**src/rtl/relay_pkg.sv**
```systemverilog
// Shared types for the relay ALU sequencer: op codes, FSM states and default width.
// ALU_SETTLE_DELAY_EN adds the SETTLE state to the state enum.
package relay_pkg;

  localparam int unsigned DefaultN = 8;

  typedef enum logic [2:0] {
    OpAdd = 3'b000,
    OpInc = 3'b001,
    OpAnd = 3'b010,
    OpOr  = 3'b011,
    OpXor = 3'b100,
    OpNot = 3'b101,
    OpShl = 3'b110,
    OpClr = 3'b111
  } alu_op_t;

`ifdef ALU_SETTLE_DELAY_EN
  typedef enum logic [1:0] {
    StIdle   = 2'b00,
    StSettle = 2'b01,
    StStrobe = 2'b10
  } state_t;
`else
  typedef enum logic [1:0] {
    StIdle   = 2'b00,
    StStrobe = 2'b10
  } state_t;
`endif

endpackage

```
**src/rtl/alu_core.sv**
```systemverilog
// Purely combinational ALU function: eight ops on b/c, carry only from ADD and INC.
module alu_core
  import relay_pkg::*;
#(
  parameter int unsigned N = DefaultN
) (
  input  logic [2:0]   op_i,
  input  logic [N-1:0] b_i,
  input  logic [N-1:0] c_i,
  output logic [N-1:0] result_o,
  output logic         carry_o
);

  logic [N:0] sum;

  always_comb begin
    sum      = '0;
    result_o = '0;
    carry_o  = 1'b0;
    case (alu_op_t'(op_i))
      OpAdd: begin
        sum      = {1'b0, b_i} + {1'b0, c_i};
        result_o = sum[N-1:0];
        carry_o  = sum[N];
      end
      OpInc: begin
        sum      = {1'b0, b_i} + (N+1)'(1);
        result_o = sum[N-1:0];
        carry_o  = sum[N];
      end
      OpAnd:   result_o = b_i & c_i;
      OpOr:    result_o = b_i | c_i;
      OpXor:   result_o = b_i ^ c_i;
      OpNot:   result_o = ~b_i;
      OpShl:   result_o = {b_i[N-2:0], b_i[N-1]};
      default: result_o = '0;
    endcase
  end

endmodule

```
**src/rtl/alu_sequencer.sv**
```systemverilog
// Relay ALU sequencer: latch operands on start, optionally settle, then one-cycle strobe.
// ALU_SETTLE_DELAY_EN enables the SETTLE state and its down-counter.
module alu_sequencer
  import relay_pkg::*;
#(
  parameter int unsigned N             = DefaultN,
  parameter int unsigned SETTLE_CYCLES = 3
) (
  input  logic         clk,
  input  logic         rst_n,
  input  logic         start_i,
  input  logic [2:0]   op_i,
  input  logic         dest_i,
  input  logic [N-1:0] b_in_i,
  input  logic [N-1:0] c_in_i,
  output logic         busy_o,
  output logic [N-1:0] alu_result_o,
  output logic         load_a_o,
  output logic         load_d_o,
  output logic         carry_o,
  output logic         zero_o,
  output logic         sign_o,
  output logic         done_o
);

  state_t       state_q, state_d;
  logic [2:0]   op_q, op_d;
  logic         dest_q, dest_d;
  logic [N-1:0] b_q, b_d, c_q, c_d;
  logic [N-1:0] result_q, result_d;
  logic         carry_q, carry_d, zero_q, zero_d, sign_q, sign_d;
  logic [N-1:0] core_result;
  logic         core_carry;
  logic         accept;

  assign accept = (state_q == StIdle) && start_i;

  assign op_d   = accept ? op_i   : op_q;
  assign dest_d = accept ? dest_i : dest_q;
  assign b_d    = accept ? b_in_i : b_q;
  assign c_d    = accept ? c_in_i : c_q;

  // Core sees the operand registers' next value: equal to the latched operands when entering
  // STROBE from SETTLE, and the just-accepted operands when IDLE goes straight to STROBE.
  alu_core #(
    .N(N)
  ) u_alu_core (
    .op_i    (op_d),
    .b_i     (b_d),
    .c_i     (c_d),
    .result_o(core_result),
    .carry_o (core_carry)
  );

`ifdef ALU_SETTLE_DELAY_EN
  logic [3:0] cnt_q, cnt_d;

  always_comb begin
    state_d = state_q;
    cnt_d   = cnt_q;
    unique case (state_q)
      StIdle: begin
        if (start_i) begin
          state_d = StSettle;
          cnt_d   = 4'(SETTLE_CYCLES - 1);
        end
      end
      StSettle: begin
        if (cnt_q == 4'd0) begin
          state_d = StStrobe;
        end else begin
          cnt_d = cnt_q - 4'd1;
        end
      end
      StStrobe: state_d = StIdle;
      default:  state_d = StIdle;
    endcase
  end

  always_ff @(posedge clk or negedge rst_n) begin
    if (!rst_n) begin
      cnt_q <= 4'd0;
    end else begin
      cnt_q <= cnt_d;
    end
  end
`else
  logic unused_settle;
  assign unused_settle = ^SETTLE_CYCLES;

  always_comb begin
    state_d = state_q;
    unique case (state_q)
      StIdle:   if (start_i) state_d = StStrobe;
      StStrobe: state_d = StIdle;
      default:  state_d = StIdle;
    endcase
  end
`endif

  always_comb begin
    result_d = result_q;
    carry_d  = carry_q;
    zero_d   = zero_q;
    sign_d   = sign_q;
    if (state_d == StStrobe) begin
      result_d = core_result;
      carry_d  = core_carry;
      zero_d   = (core_result == '0);
      sign_d   = core_result[N-1];
    end
  end

  always_ff @(posedge clk or negedge rst_n) begin
    if (!rst_n) begin
      state_q  <= StIdle;
      op_q     <= 3'b000;
      dest_q   <= 1'b0;
      b_q      <= '0;
      c_q      <= '0;
      result_q <= '0;
      carry_q  <= 1'b0;
      zero_q   <= 1'b0;
      sign_q   <= 1'b0;
    end else begin
      state_q  <= state_d;
      op_q     <= op_d;
      dest_q   <= dest_d;
      b_q      <= b_d;
      c_q      <= c_d;
      result_q <= result_d;
      carry_q  <= carry_d;
      zero_q   <= zero_d;
      sign_q   <= sign_d;
    end
  end

  assign busy_o       = (state_q != StIdle);
  assign done_o       = (state_q == StStrobe);
  assign load_a_o     = done_o & ~dest_q;
  assign load_d_o     = done_o & dest_q;
  assign alu_result_o = result_q;
  assign carry_o      = carry_q;
  assign zero_o       = zero_q;
  assign sign_o       = sign_q;

endmodule

```
**config.mk**
```make
export PLATFORM = sky130hd
export DESIGN_NAME = alu_sequencer
export DESIGN_NICKNAME = d
export VERILOG_FILES = /design/src/rtl/relay_pkg.sv /design/src/rtl/alu_core.sv /design/src/rtl/alu_sequencer.sv
export SDC_FILE = /design/constraint.sdc
export NUM_CORES = 1
export LEC_CHECK = 0
export BUFFER_PORTS_ARGS = -buffer_cell sky130_fd_sc_hd__buf_2
export CORE_UTILIZATION = 50
export CTS_CLUSTER_SIZE = 12
export DETAILED_ROUTE_END_ITERATION = 16
export GPL_TIMING_DRIVEN = 0
export MAX_ROUTING_LAYER = met4
export PLACE_DENSITY_LB_ADDON = 0.3
export SLEW_MARGIN = 25
export SYNTH_ARGS = -nofsm -noshare
export SYNTH_HDL_FRONTEND = slang
export SYNTH_SLANG_ARGS = --single-unit
```
**constraint.sdc**
```tcl
create_clock -name clk -period 4.1 [get_ports clk]
set_input_delay 0.82 -clock clk [delete_from_list [all_inputs] [get_ports clk]]
set_output_delay 0.82 -clock clk [all_outputs]
set_load 0.005 [all_outputs]
```
# After elaboration in Yosys (flattened, before gate mapping)

Index checks and enable logic that the tools add are counted.

Register bits: 33
Output and inout port bits: 15
Logic and storage cells: 38

Add/subtract/negate cells: 2
Equality and inequality tests: 8
Muxes and demuxes: 7
Bitwise logic cells: 7
Reductions and logical operators: 5

Operators by type and width:

| operator                                            | number |
|---|---|
| one-hot mux 8 bit (7 select lines)                  | 1 |
| two-way mux 8 bit                                   | 2 |
| adder 8 x 1 -> 9 bit, second input constant         | 1 |
| adder 8 x 8 -> 9 bit                                | 1 |
| equality test 3 bit, second input constant          | 3 |
| bitwise AND 8 bit                                   | 1 |
| zero test 8 bit                                     | 1 |
| inverter 8 bit                                      | 1 |
| OR 8 bit                                            | 1 |
| bitwise XOR 8 bit                                   | 1 |
| equality test 3 x 2 -> 1 bit, second input constant | 2 |
| equality test 2 bit, second input constant          | 2 |
| two-way mux 2 bit                                   | 2 |
| equality test 3 x 1 -> 1 bit, second input constant | 1 |
| zero test 3 bit                                     | 1 |
| two-way mux 3 bit                                   | 1 |
| bitwise AND 1 bit                                   | 2 |
| zero test 2 bit                                     | 1 |
| one-hot mux 1 bit (2 select lines)                  | 1 |
| nonzero test 2 bit                                  | 1 |
| logical AND 1 bit                                   | 1 |
| inverter 1 bit                                      | 1 |

# Longest topological paths before layout

Gate-level depths: netlist of the first run.

Word-level depth: 6
Gate-level depth with buffers: 18
Gate-level depth less buffers: 14

# By module

From an unflattened synthesis of the first run, not the netlist that was laid out.

Cell total of the unflattened synthesis: 250
Area total of the unflattened synthesis: 2351.0 µm²

Modules (own cells, without submodules):

| module        | instances | cells an instance | area an instance (µm²) |
|---|---|---|---|
| alu_sequencer | 1         | 76                | 1242.4 |
| alu_core      | 1         | 174               | 1108.6 |

# Worst setup path after synthesis of the first run

Ideal clock, no wire load.

Path type: input to register
Start: in start_i
End: reg zero_q, in the netlist zero_o
Library setup time: 0.066 ns
Arrival time: 3.955 ns
Path slack: 0.079 ns
Stages on the path: 18
Path buffers: 5
Cells stage by stage: or3b_1 buf_6 buf_2 buf_2 buf_2 clkbuf_1 nand2_1 nand2_1 inv_1 ha_1 ha_1 nor2_1 nand3_1 a31o_2 a31o_2 xnor2_1 a211oi_1 a41o_1

Cells in the longest elaborated chain, start to end: 5
Elaborated cells on any way between the ends: 22

Ends and longest elaborated chain:

| what                                         | RTL line             | source |
|---|---|---|
| from (decl)                                  | alu_sequencer.sv:11  | `input logic start_i,` |
| logical AND 1 bit *                          | alu_sequencer.sv:36  | `assign accept = (state_q == StIdle) && start_i;` |
| two-way mux 8 bit *                          | alu_sequencer.sv:41  | `assign c_d = accept ? c_in_i : c_q;` |
| named net c_d[1]                             | alu_sequencer.sv:29  | `logic [N-1:0] b_q, b_d, c_q, c_d;` |
| adder 8 x 8 -> 9 bit (tied with other cells) | alu_core.sv:22       | `sum = {1'b0, b_i} + {1'b0, c_i};` |
| one-hot mux 8 bit (7 select lines) *         | alu_core.sv:20       | `case (alu_op_t'(op_i))` |
| zero test 8 bit *                            | alu_sequencer.sv:109 | `zero_d = (core_result == '0);` |
| to (signal assigned)                         | alu_sequencer.sv:133 | `zero_q <= zero_d;` |
| to (decl)                                    | alu_sequencer.sv:31  | `logic carry_q, carry_d, zero_q, zero_d, sign_q, sign_d;` |

Mark *: on every way through the listed nets, which the timed path passes. The rest lies on a longest branch.
A chain may end at the register's enable or synchronous reset.

# Worst setup path after layout of the first run

Ends and elaborated chain as after synthesis.

==> results.cfg, run 1 <==
[clock_network]
cts_tree = yes
htree_levels = 2
worstSkewPairLatency_ns = 0.30
clk_pin_slew_worst_paths_ns = 0.07
numCtsBuffers = 5
hold_buffers = 0
cts_resized = 7
cts-root-buf = clkbuf_8
clock_path_buffers = 2
cts_sinks = 32
post-cts-setup-buffers = 0

[routing]
wl_met2_mm = 3.79
routedWlPerCell_um = 18.6
via_count = 2618
via_per_inst = 6.06
drt_iter0_markers = 212
top_layer_used = met4
first_pass_iters = 4
antenna_left = 0
dr_wl_met3_um = 580
routed_wl_mm = 8.03
routedLengthMet1_mm = 3.48
drc_errors = 0

[timing]
final.min_clock_period_ns = 3.88
rsz0062_at_grt = false
slew_violations = 0
max_slew_margin_pct = 49.0
finalSetupViolCount = 0
hold_violations = 0
finClkSkew_ns = 0.00824
worst_pin_slew_ns = 0.765
finalCritPeriodShare_pct = 94.6
max_freq_ghz = 0.258

[power]
powerDensity_nw_per_um2 = 418
peakVddDrop_v = 0.000229
fin_total_pwr_mw = 1.30
p_leak_nw = 1.49

[finish]
drive_gt1_share_pct = 21.3
nets = 399
antenna_cells = 0
area_growth_syn_to_layout_pct = 13.8
final_cells = 432

[yosys]
yosys.area.top_type_share_pct = 29.2
netlist_top_cells_count = 44 x nand2_1, 32 x dfrtp_1, 24 x inv_1
ys_seq_area_share_pct = 29.2
async_reset_ff_share_pct = 100
yosys-top-cells-area = dfrtp_1 29%, ha_1 6.8%, mux2i_1 6.2%
synth_top_family_by_area = simple AND/OR/NAND/NOR gates
syn_nets = 358
synth_ff_type = dfrtp_1
synth_compound_area_share_pct = 18.5
synth-seq-cells = 32
syn_area_per_cell_um2 = 8.56
netlist_instances = 320
netlist_area_um2 = 2740
synth_edf_count = 0
synth-xor-area-share_pct = 3.52
synth_area_leader_cell = dfrtp_1
ys_types = 63
yosysWarnings = 0
yosys.area_share.simple_pct = 22.7
synthMuxAreaShare_pct = 11.8
yosys.area_share.adder_pct = 6.85
yosysMostFrequentCell = nand2_1

[floorplanning]
die_w_um = 76.0
ios = 38
start_util_pct = 52.6
die-area_um2 = 5780
die_h_um = 76.0
core-area_um2 = 5200
row_count = 26

[setup_path]
path_delay_family = compound AO/OA/AOI/OAI gates
cp_data_arrival_time_ns = 4.11
cp.required_ns = 4.34
r2r_start = state_q[0]
startpoint_type = input port
startpoint = start_i
slowest_delay_ns = 0.36
crit_chain = buf_2 > or3b_1 > buf_6 > buf_4 > buf_6 > clkbuf_8 > nand2_1 > nand2_1 > inv_1 > ha_1 > ha_1 > nor2_1 > nand3_1 > a31o_2 > a31o_2 > xnor2_1 > a211oi_2 > a41o_1
endpoint_kind = flip-flop
crit_buf_inv = 6
crit_type = input port to flip-flop
crit_slowest_cell = or3b_1
cp_max_fo = 19

[worst_hold_path]
hp-start = alu_result_o[2]
hold_class = flip-flop to flip-flop

[global_route]
grt_max_degree = 33
track_usage_pct = 30.3
grt_pass1_wl_mm = 13.1
antenna_found_initial = 0
grt_pass1_vias = 2599
overflow = 0

[placed_design]
hpwl_mm = 5.92
port_buffers = 36
dp.cells = 426
routabilityCongestion = 0.941

[status]
status = complete, no violations

[run]
drv_cap = 0
[area by class of cell]
cell class | count | area (um^2)
plain buffers | 13 | 104
clock buffers | 6 | 82.6
clock inverters | 2 | 10.0
fillers | 498 | 2090
inverters | 26 | 105
multi-input cells | 247 | 1750
flip-flops and latches | 32 | 801
well taps | 70 | 87.6
repair buffers | 36 | 180
[flip-flops by register name (all words and copies together), names as in the netlist]
name,cells
zero_o,1
alu_result_o,8
dest_q,1
state_q,2
carry_o,1
c_q,8
op_q,3
b_q,8
[cell families (layout without fill, tap and decap cells)]
family	count (synthesis)	after routing
other	1	1
flip-flops	32	32
buffers and inverters	41	83
multiplexers	28	28
adder cells (fa/ha/maj)	15	15
XOR/XNOR	11	11
AO/OA/AOI/OAI	72	72
AND/OR/NAND/NOR	120	120
[path summary, 6_finish.rpt]
check	slack, ns	end	cells after the start
setup / recovery	0.22	zero_o	18
hold / removal	0.48	alu_result_o[2]	2
setup reg to reg	0.39	zero_o	17
hold reg to reg	0.48	alu_result_o[2]	2
max in group asynchronous	3.01	carry_o	1
min in group asynchronous	0.59	alu_result_o[1]	1
[metrics by stage]
step / TNS (ns) / hold WS [ns] / worst slack (ns) / utilization [%] / area, um^2
after global routing: 0 / 0.520 / 0.0103 / 59.9 / 3120
final: 0 / 0.480 / 0.222 / 59.9 / 3120
after CTS: 0 / 0.487 / 0.0274 / 59.9 / 3120
after global placement: -5.07 / 0.461 / -0.962 / 57.8 / 3010
after detailed placement: -4.89 / 0.471 / -0.948 / 57.8 / 3010
after floorplan: 0 / 0.460 / 0.0791 / - / 2740
[cell usage in the layout, fill, tap and decap left out, drive strengths merged, types with 3 or more instances in the layout]
master	instances
xnor2	9
a211oi	8
nand3b	3
mux2i	22
dfrtp	32
o22ai	6
or2	3
clkbuf	13
nor2	14
clkinv	3
nor3b	3
and2	4
o21ai	16
or3	4
mux2	6
a31o	3
buf	42
a21oi	13
inv	25
nand2b	9
nand2	44
a21o	3
and3	3
ha	15
o211ai	4
nand3	11
nor2b	9
[routing by layer]
| layer | track usage [%] | vias to the layer above |
|---|---|---|
| met2 | 48.1 | 121 |
| met3 | 4.55 | 14 |
| met4 | 14.4 | 0 |
| li1 | - | 1210 |
| met5 | - | - |
| met1 | 38.2 | 1273 |
[worst reg2reg max path: cells and delay by family, from the launching register on]
family	cells	cell delay (ns)
adder cells (fa/ha/maj)	2	0.49
AND/OR/NAND/NOR	5	0.76
flip-flops	1	0.40
buffers and inverters	5	0.81
AO/OA/AOI/OAI	4	1.05
XOR/XNOR	1	0.14
[power breakdown]
part,internal [mW],switching (mW)
clock network,0.134,0.129
registers,0.378,0.0497
logic,0.266,0.346
(Power assumes the default switching activity.)
==> run 2: changes to the inputs <==
CORE_ASPECT_RATIO = 0.7   (was not set)
==> results.cfg, run 2 (synthesis results as in run 1) <==
[setup_path]
crit_chain = buf_2 > or3b_1 > buf_8 > clkinv_4 > buf_8 > buf_4 > nand2_1 > nand2_1 > inv_1 > ha_1 > ha_1 > nor2_1 > nand3_1 > a31o_2 > a31o_2 > xnor2_1 > a211oi_2 > a41o_1
reg2reg_depth = 17
cp_max_fo = 19
endpoint_kind = flip-flop
crit_slowest_cell = or3b_1
cp_data_arrival_time_ns = 4.13
startpoint_type = input port
slowest_delay_ns = 0.37
crit_type = input port to flip-flop
cp.required_ns = 4.33

[status]
status = complete, no violations

[routing]
first_pass_iters = 5
antenna_left = 0
routed_wl_mm = 7.95
via_per_inst = 6.02
drc_errors = 0
routedWlPerCell_um = 18.4
via_count = 2608
drt_iter0_markers = 367

[placed_design]
port_buffers = 36
hpwl_mm = 5.94
dp_slack_ns = -0.966
dp.cells = 428
dpl_cell_area_um2 = 3010
routabilityCongestion = 0.969

[timing]
slew_violations = 0
final.min_clock_period_ns = 3.90
max_freq_ghz = 0.256
fin_hold_ws_ns = 0.474
rsz0062_at_grt = false
layout_setup_ws_ns = 0.196
fin_setup_tns_ns = 0
finalCritPeriodShare_pct = 95.2
finClkSkew_ns = 0.0100
worst_pin_slew_ns = 0.783
max_slew_margin_pct = 47.8
finalSetupViolCount = 0
hold_violations = 0

[power]
fin_total_pwr_mw = 1.35
pwr-share-comb_pct = 45.5
powerDensity_nw_per_um2 = 432
peakVddDrop_v = 0.000223
power_frac_seq_pct = 31.7
p_leak_nw = 1.49
clkPwrFrac_pct = 22.8
switching_share_pct = 39.1
p_switching_uw = 527
p_int_uw = 823

[finish]
fin_area_um2 = 3120
area_growth_syn_to_layout_pct = 13.9
antenna_cells = 0
drive_gt1_share_pct = 20.8
seqCellArea_um2 = 801
fillers = 503
final_common_cell = nand2_1
final_cells = 433
multi_input_area_um2 = 1750
nets = 398
final_cell_mix = 44 x nand2_1, 36 x buf_2, 32 x dfrtp_1
final_util_pct = 59.4

[global_route]
grt_pass1_vias = 2497
antenna_found_initial = 0
track_usage_pct = 30.3
overflow = 0
grt_max_degree = 33
grt_pass1_wl_mm = 13.0

[floorplanning]
row_count = 22
die_h_um = 63.9
ios = 38
start_util_pct = 52.1
die_w_um = 90.5
core-area_um2 = 5260
die-area_um2 = 5780

[clock_network]
cts_tree = yes
worstSkewPairLatency_ns = 0.29
cts_sinks = 32
htree_levels = 2
numCtsBuffers = 5
clk_pin_slew_worst_paths_ns = 0.07
cts-root-buf = clkbuf_8
hold_buffers = 0
post-cts-setup-buffers = 0
clock_path_buffers = 2

[run]
drv_cap = 0

[worst_hold_path]
holdPathStages = 2
hold_class = flip-flop to flip-flop
run 2: cell count changes in the layout (fill, tap and decap cells not counted), sizes merged:
cell,previous run,this run
bufinv,0,1
clkbuf,13,12
clkinv,3,2
run 2: path summary, 6_finish.rpt:
kind                            slack, ns            start         endpoint
worst max-delay path                 0.20          start_i           zero_o
worst min-delay path                 0.47  alu_result_o[6]  alu_result_o[6]
worst max register to register       0.38       state_q[0]           zero_o
worst min register to register       0.47  alu_result_o[6]  alu_result_o[6]
max in group asynchronous            2.99            rst_n          op_q[1]
min in group asynchronous            0.60            rst_n  alu_result_o[0]
run 2: area by class of cell:
type                            instances  share of cell area (%)
Tap cell                               72                    2.89
Clock buffer                            6                    2.32
Multi-Input combinational cell        247                    56.0
Clock inverter                          2                    1.12
Inverter                               26                    3.37
Timing Repair Buffer                   36                    5.77
Sequential cell                        32                    25.7
Buffer                                 12                    2.89
run 2: power groups by stage:
stage,clock [mW],combinational [mW],sequential [mW]
finish,0.307,0.614,0.428
global placement,0,0.586,0.431
global route,0.327,0.673,0.437
CTS,0.309,0.603,0.426
floorplan,0,0.421,0.424
detailed placement,0,0.595,0.432
run 2: per-layer routing:
metal / vias up / global-route usage [%] / wire, um
met5: - / - / 0
met4: 0 / 6.45 / 99
met3: 15 / 7.26 / 802
met2: 163 / 43.7 / 3350
met1: 1217 / 43.0 / 3700
li1: 1213 / - / -
run 2: worst max-delay path: cells and delay by family:
kind            cells  cell delay (ns)
compound gates      4             1.05
buf+inv             6             0.80
simple gates        5             0.75
fa+ha+maj           2             0.56
xor+xnor            1             0.14
run 2: repair_timing:
item | CTS | global route
gates resized for setup | 4 | 5
pin swaps | 0 | 1
cloned | 0 | 0
endpoints found under the setup margin | 6 | 4
